--- src/rtl/btn_step_counter.sv ---
// Up/down value counter driven by debounced buttons, with hold-to-repeat,
// wrap or saturate at MAX_VAL, level clear and parallel load.
module btn_step_counter #(
   parameter int WIDTH        = 8,
   parameter int MAX_VAL      = 255,
   parameter int SATURATE     = 0,
   parameter int REPEAT_DELAY = 25000000,
   parameter int REPEAT_RATE  = 5000000,
   parameter int TIMER_W      = 26
) (
   input  logic             clk,
   input  logic             reset,
   input  logic             btn_inc,
   input  logic             btn_dec,
   input  logic             btn_clr,
   input  logic             load_en,
   input  logic [WIDTH-1:0] load_val,
   output logic [WIDTH-1:0] value,
   output logic             wrapped,
   output logic             at_min,
   output logic             at_max
);

   // Handshake: none; buttons are levels, load_en is a one-cycle strobe
   // sampled on the clock edge, outputs are valid every cycle.

   typedef enum logic [1:0] {IDLE, DELAY, REPEAT} state_t;

   localparam logic [WIDTH-1:0]   MAX_W      = WIDTH'(MAX_VAL);
   localparam logic [TIMER_W-1:0] DELAY_LAST = TIMER_W'(REPEAT_DELAY - 1);
   localparam logic [TIMER_W-1:0] RATE_LAST  = TIMER_W'(REPEAT_RATE - 1);

   state_t             state, state_n;
   logic [TIMER_W-1:0] timer, timer_n;
   logic               dir, dir_n;
   logic               prev_inc, prev_dec;
   logic [WIDTH-1:0]   value_n;
   logic               wrapped_n;
   logic               rise_inc, rise_dec, held, opp, step;

   assign rise_inc = btn_inc & ~prev_inc;
   assign rise_dec = btn_dec & ~prev_dec;
   assign held     = dir ? btn_inc : btn_dec;
   assign opp      = dir ? btn_dec : btn_inc;

   // Previous-button registers reset to 1 so a button held through reset is ignored.
   always_ff @(posedge clk or posedge reset) begin
      if (reset) begin
         state    <= IDLE;
         timer    <= '0;
         dir      <= 1'b1;
         prev_inc <= 1'b1;
         prev_dec <= 1'b1;
         value    <= '0;
         wrapped  <= 1'b0;
      end else begin
         state    <= state_n;
         timer    <= timer_n;
         dir      <= dir_n;
         prev_inc <= btn_inc;
         prev_dec <= btn_dec;
         value    <= value_n;
         wrapped  <= wrapped_n;
      end
   end

   always_comb begin
      state_n   = state;
      timer_n   = timer;
      dir_n     = dir;
      value_n   = value;
      wrapped_n = 1'b0;
      step      = 1'b0;
      if (btn_clr) begin
         value_n = '0;
         state_n = IDLE;
         timer_n = '0;
      end else if (load_en) begin
         value_n = (load_val > MAX_W) ? MAX_W : load_val;
         state_n = IDLE;
         timer_n = '0;
      end else begin
         case (state)
            IDLE: begin
               if (rise_inc && !btn_dec) begin
                  step = 1'b1; dir_n = 1'b1; timer_n = '0; state_n = DELAY;
               end else if (rise_dec && !btn_inc) begin
                  step = 1'b1; dir_n = 1'b0; timer_n = '0; state_n = DELAY;
               end
            end
            DELAY: begin
               if (!held || opp) begin
                  state_n = IDLE; timer_n = '0;
               end else if (timer == DELAY_LAST) begin
                  step = 1'b1; timer_n = '0; state_n = REPEAT;
               end else begin
                  timer_n = timer + 1'b1;
               end
            end
            REPEAT: begin
               if (!held || opp) begin
                  state_n = IDLE; timer_n = '0;
               end else if (timer == RATE_LAST) begin
                  step = 1'b1; timer_n = '0;
               end else begin
                  timer_n = timer + 1'b1;
               end
            end
            default: begin
               state_n = IDLE; timer_n = '0;
            end
         endcase
         // Saturating steps at a limit leave the FSM running but change nothing.
         if (step) begin
            if (dir_n) begin
               if (value == MAX_W) begin
                  if (SATURATE == 0) begin
                     value_n = '0; wrapped_n = 1'b1;
                  end
               end else begin
                  value_n = value + 1'b1;
               end
            end else begin
               if (value == '0) begin
                  if (SATURATE == 0) begin
                     value_n = MAX_W; wrapped_n = 1'b1;
                  end
               end else begin
                  value_n = value - 1'b1;
               end
            end
         end
      end
   end

   assign at_min = (value == '0);
   assign at_max = (value == MAX_W);

endmodule
--- config.mk ---
export PLATFORM = sky130hd
export DESIGN_NAME = btn_step_counter
export DESIGN_NICKNAME = d
export VERILOG_FILES = /design/src/rtl/btn_step_counter.sv
export SDC_FILE = /design/constraint.sdc
export NUM_CORES = 1
export LEC_CHECK = 0
export ABC_AREA = 1
export BUFFER_PORTS_ARGS = -buffer_cell sky130_fd_sc_hd__buf_2
export CELL_PAD_IN_SITES_DETAIL_PLACEMENT = 2
export CELL_PAD_IN_SITES_GLOBAL_PLACEMENT = 2
export CORE_UTILIZATION = 38
export CTS_BUF_LIST = sky130_fd_sc_hd__clkbuf_4 sky130_fd_sc_hd__clkbuf_8
export DETAILED_ROUTE_END_ITERATION = 7
export GPL_ROUTABILITY_DRIVEN = 0
export PLACE_DENSITY_LB_ADDON = 0.1
export RECOVER_POWER = 50
export SLEW_MARGIN = 0
export SYNTH_ARGS = -nofsm -noshare
export SYNTH_HDL_FRONTEND = slang
export SYNTH_SLANG_ARGS = --single-unit
--- constraint.sdc ---
create_clock -name clk -period 2.7 [get_ports clk]
set_input_delay 0.405 -clock clk [delete_from_list [all_inputs] [get_ports clk]]
set_output_delay 0.405 -clock clk [all_outputs]
set_load 0.005 [all_outputs]
# == Yosys cells after proc, flatten, opt, wreduce, memory -nomap -nowiden ==
# Index checks and enable logic that the tools add are counted.
# W data, S select, Z words.
# op_classes
eq_ne,8
order_cmp,1
n_reduce_logical,11
n_addsub,3
bitwise,6
muxes,46
# ops
op,n
$mux W26,8
$pmux W26 S3,1
$mux W8,7
$add A26 B1 Y26 const B,1
$eq A26 B23 Y1 const B,1
$eq A26 B25 Y1 const B,1
$mux W1,21
$mux W2,7
$ne A5 B5 Y1 const B,2
$add A8 B1 Y8 const B,1
$eq A8 B8 Y1 const B,1
$gt A8 B8 Y1 const B,1
$logic_not A8 Y1,1
$sub A8 B1 Y8 const B,1
$pmux W2 S3,1
$ne A4 B4 Y1 const B,1
$not A1 Y1,4
$logic_not A1 Y1,3
$pmux W1 S3,1
$reduce_and A3 Y1,1
$reduce_bool A3 Y1,1
$and A1 B1 Y1,2
$eq A2 B1 Y1 const B,1
$eq A2 B2 Y1 const B,1
4 further kinds,5
# word_totals
out_inout_bits,11
regBits,40

# == Depth between registers and ports, before layout ==
# depth
depth_word,12
depth_mapped,13
mapped_depth_nobuf,13

# == Worst setup path after synthesis ==
# Ideal clock, no wire load.
# synth_path
kind,flip-flop to flip-flop
start,reg state[0]
end,reg value[2]
slack_ns,1.103
path_stages_with_launch,12
t_arrival_ns,1.532
t_required_ns,2.634
path_cell_list,dfrtp_1 > inv_1 > ha_1 > nand4_1 > nand2_1 > nand2_1 > buf_2 > nand2_1 > nand2_1 > o21ai_1 > nand2_1 > nand2_1
# synth_between
elab_chain_len,8
word_cells_on_any_way,14
cone_classes,2 x eq/ne; 10 x mux; 2 x reduce/logical
# synth_lines
item,line_no,source
from (decl),33,"state_t state, state_n;"
from (signal assigned),57,state <= state_n;
$logic_not A2 Y1,83,case (state)
$mux W1,83,
$mux W1,78,end else if (load_en) begin
$mux W1,74,if (btn_clr) begin
$mux W8,115,if (dir_n) begin
$mux W8,114,if (step) begin
$mux W8,78,
$mux W8,74,
to (signal assigned),62,value <= value_n;
to (decl),18,"output logic [WIDTH-1:0] value,"
# Several ways; a longest one is shown, not always the timed one. The select of a mux whose other input is x is not followed.
# A chain may end at the register's enable or synchronous reset.

# == Worst setup path after layout ==
# layout_path
start,reg state[0]
end,reg value[7]
# The elaborated chain is that of the path after synthesis.

==> out/results.txt <==
The run finished with clean final reports. The initial core utilization is 39.98%. The count of maximum capacitance violations was 0. The number of unique standard cell types used by synthesis is 35, and the per-instance average area after synthesis is 7.068 sq um. The worst setup path is launched from a flip-flop. Number of synthesis warnings: 0. Before CTS, the worst setup slack after placement is 0.5553 ns. The critical path goes through inv_1 -> ha_1 -> nand4_1 -> nand2_1 -> nand2_1 -> nor2_2 -> nand2_1 -> nand2_1 -> nand2_1 -> nand2_1 -> nor2_1 -> nand2_1 -> nand2_1.

Area of placed instances: 3169 sq um. Combinational logic burns 23.1% of the power. Buffers inserted during clock tree synthesis total 5. The most used flip-flop cell after synthesis is sky130_fd_sc_hd__dfrtp_1.

Setup violations remaining at the end of the flow were counted as 0. The share of synthesized area in the top cell type comes to 31.26%. Sorting the synthesized cells by how often they occur yields 115 x sky130_fd_sc_hd__nand2_1, 49 x sky130_fd_sc_hd__nor2_1, 39 x sky130_fd_sc_hd__nand3_1, 37 x sky130_fd_sc_hd__dfrtp_1, 30 x sky130_fd_sc_hd__inv_1. Counting the fill cells in the layout gives 921. Most repeated library cell on the critical path: sky130_fd_sc_hd__nand2_1.

The total overflow left after global routing is 0. The via count of the first global-routing pass was 3208. Cell internal power was estimated by the tool at 0.9662 mW.

The run gives 0 as the number of antenna violations at the first check in global routing. The clock slew at the register clock pins of the worst setup and hold paths is 0.08 ns. The tools report the endpoint required time on the critical path as 2.88 ns.

Per report_power, the sequential group accounts for 46.1% of the total. The repair_antennas step left the layout with diodes totalling 0. For the arrival time reported for the critical path endpoint, the log shows 2.38 ns.

The total power is 1.465 mW, and the gate count after technology mapping is 419. Total of hold buffers inserted after clock tree synthesis: 0. Dividing the detail-routed wire length by the instance count gives 17.81 microns. After routing, the total negative slack on setup checks comes to 0 ns.

The share of the cycle needed by the critical path after routing is 81.25%, and the final routed wirelength across all metal layers is 9672 microns. The share of total power dissipated in the clock network is 30.8%. The final hold violation count came out at 0. From synthesis to final layout, the design area changed by 10.06%. At the end of the flow the core is filled with cells to 44.00%. The final count of pins violating max slew came out at 0. The cell with the largest stage delay on the worst path is sky130_fd_sc_hd__dfrtp_1. Number of placement rows: 31.

The region available for standard cell placement spans 7408 sq um. The die is 90.28 microns tall. The HPWL reported at the end of detailed placement was 7114 microns. The tools report the cell at the root of the clock tree as sky130_fd_sc_hd__clkbuf_8. The longest individual stage delay on the worst path was 0.41 ns; the total vias in the final route was 2859. The run gives 543 as the count of non-filler cells in the finished layout. In this run the power spent charging and discharging nets is 0.4988 mW. The port buffer count came out at 24. On the final layout, the worst clock skew is 0.005576 ns.

The largest fanout of any net on the critical path was 12; the detailed-router iteration count before antenna repair was 4. The logs give 25.37% for the total routing usage reported by global routing and 3259 sq um for the area of all placed cells without fillers. The clock passes through at most 2 buffers. The largest total area in the synthesized netlist belongs to sky130_fd_sc_hd__dfrtp_1. The number of cells upsized or downsized after cts came out at 0. Peak ir drop on the vdd network: 0.2175 mV. In this run, the number of DRC markers left after iteration 0 of detailed routing was 82. The residual antenna-violating net count after detailed routing was 0. CTS built an H-tree with a depth of 2. The worst setup path is captured at a flip-flop. In this run the tightest slew margin relative to its limit is 29.24%. The die boundary width was 90.28 microns; the post-synthesis async set-or-reset flop share was 100.0%. Counting flops with a built-in enable in the synthesized netlist gives 0. In the post-synthesis netlist, the cell with the most instances is sky130_fd_sc_hd__nand2_1. The post-route netlist has 17.79% of its cells at a drive strength greater than 1.

The first global-routing pass estimated 16420 microns of wire. In this run the count of I/O pins placed on the die edge is 25. In the post-route analysis, the smallest setup slack over all paths is 0.5063 ns. Dividing the detail-routed via count by the number of cells gives 5.265. The die covers 8150 sq um. Static timing analysis puts the maximum clock frequency at 455.8 MHz. For the pin with the worst max-slew slack, the measured transition is 1.061 ns. The startpoint-to-endpoint class of the critical path was flip-flop to flip-flop. Setup repair after global routing left no endpoint under its margin.

For this design, the sink count on the clock tree is 40. For this design the static power due to leakage is 1.474 nW. The tightest hold path in the finished design has a slack of 0.2316 ns.

The minimum clock period is 2.194 ns. TritonCTS built the clock tree. In the routed design, unresolved DRC markers number 0.

Yosys attributes the largest share of cell area to sky130_fd_sc_hd__dfrtp_1 31%, sky130_fd_sc_hd__nand2_1 15%, sky130_fd_sc_hd__nand3_1 6.6%. The pin count of the biggest net entering global routing came out at 41. The proportion of total power due to net switching came out at 34.05%.

For the worst-skew pair, the clock arrives at the later sink with an insertion delay of 0.30 ns. The type of the tightest min-delay check is input port to flip-flop. The number of placed instances, taps included, is 535. The synthesized net count was 442; the number of nets at the end of the flow was 466. Post-synthesis instance area: 2962 sq um. For the fraction of the yosys area taken by sequential cells, the log shows 33.92%. The synthesis-stage register bit count is 40. Power spread over the standard cell area amounts to 449.5 nW/um^2. The number of setup buffers added after CTS is 0.
==> worst paths after layout <==
kind | slack, ns | endpoint | start | depth (start not counted)
setup / recovery | 0.51 | value[7]$_DFFE_PP0P_ | state[0]$_DFFE_PP0P_ | 13
hold / removal | 0.23 | prev_inc$_DFF_PP1_ | btn_inc | 1
setup reg to reg | 0.51 | value[7]$_DFFE_PP0P_ | state[0]$_DFFE_PP0P_ | 13
hold reg to reg | 0.54 | timer[25]$_DFFE_PP0P_ | timer[25]$_DFFE_PP0P_ | 2
max in group asynchronous | 1.61 | timer[25]$_DFFE_PP0P_ | reset | 3
min in group asynchronous | 0.45 | timer[5]$_DFFE_PP0P_ | reset | 3
==> worst max-delay path, delay by kind of cell, from the launching register on <==
| family | cells | cell delay, ns |
|---|---|---|
| flops | 1 | 0.41 |
| fa+ha+maj | 1 | 0.27 |
| buf+inv | 1 | 0.13 |
| simple gates | 11 | 1.27 |
==> state kept, by name, summed over array words and instances (netlist names) <==
| name | cells |
|---|---|
| wrapped | 1 |
| timer | 26 |
| value | 8 |
| prev_dec | 1 |
| dir | 1 |
| state | 2 |
| prev_inc | 1 |
==> cell type report <==
type                    instances  area (sq um)  share of cell area, %
inverters                      46         172.7                  5.298
flip-flops and latches         40          1005                  30.83
well taps                      99         123.9                  3.800
clock buffers                   8         97.59                  2.994
multi-input cells             320          1703                  52.25
repair buffers                 30         157.7                  4.837
==> cell families (layout without fill, tap and decap cells) <==
family                   Yosys count  in the layout  synth area share (%)
AND/OR/NAND/NOR                  240            240                 36.12
buffers and inverters             59             84                 8.576
AO/OA/AOI/OAI                     43             43                 9.294
flip-flops                        40             40                 33.93
XOR/XNOR                          28             28                 8.280
adder cells (fa/ha/maj)            9              9                 3.802
==> power by group through the flow <==
stage                     clock network [mW]  logic, mW  registers (mW)
after floorplan                            0      0.253           0.653
after global placement                     0      0.318           0.683
after detailed placement                   0      0.334           0.686
final                                  0.451      0.338           0.676
after CTS                              0.457      0.341           0.675
after global routing                   0.474      0.379           0.680
==> routing by layer <==
| layer | share of wire [%] | wire length [microns] | GRT usage (%) |
|---|---|---|---|
| met1 | 48 | 4647 | 33.72 |
| met4 | 1.5 | 146 | 6.452 |
| met3 | 2.4 | 229 | 3.872 |
| met2 | 48 | 4649 | 43.07 |
| met5 | 0 | 0 | 0 |
==> cell usage in the layout, fill, tap and decap left out, drive strengths merged <==
| cell | n |
|---|---|
| a21boi | 2 |
| nand2 | 120 |
| clkbuf | 13 |
| nor2 | 56 |
| or2 | 2 |
| o21ai | 16 |
| dfstp | 3 |
| inv | 44 |
| dfrtp | 37 |
| nand4 | 11 |
| nand3 | 39 |
| buf | 25 |
| o21bai | 1 |
| a21oi | 21 |
| clkinv | 2 |
| o22ai | 2 |
| xor2 | 22 |
| a31oi | 1 |
| xnor2 | 6 |
| ha | 9 |
| nor3 | 12 |
(Power assumes the default switching activity.)
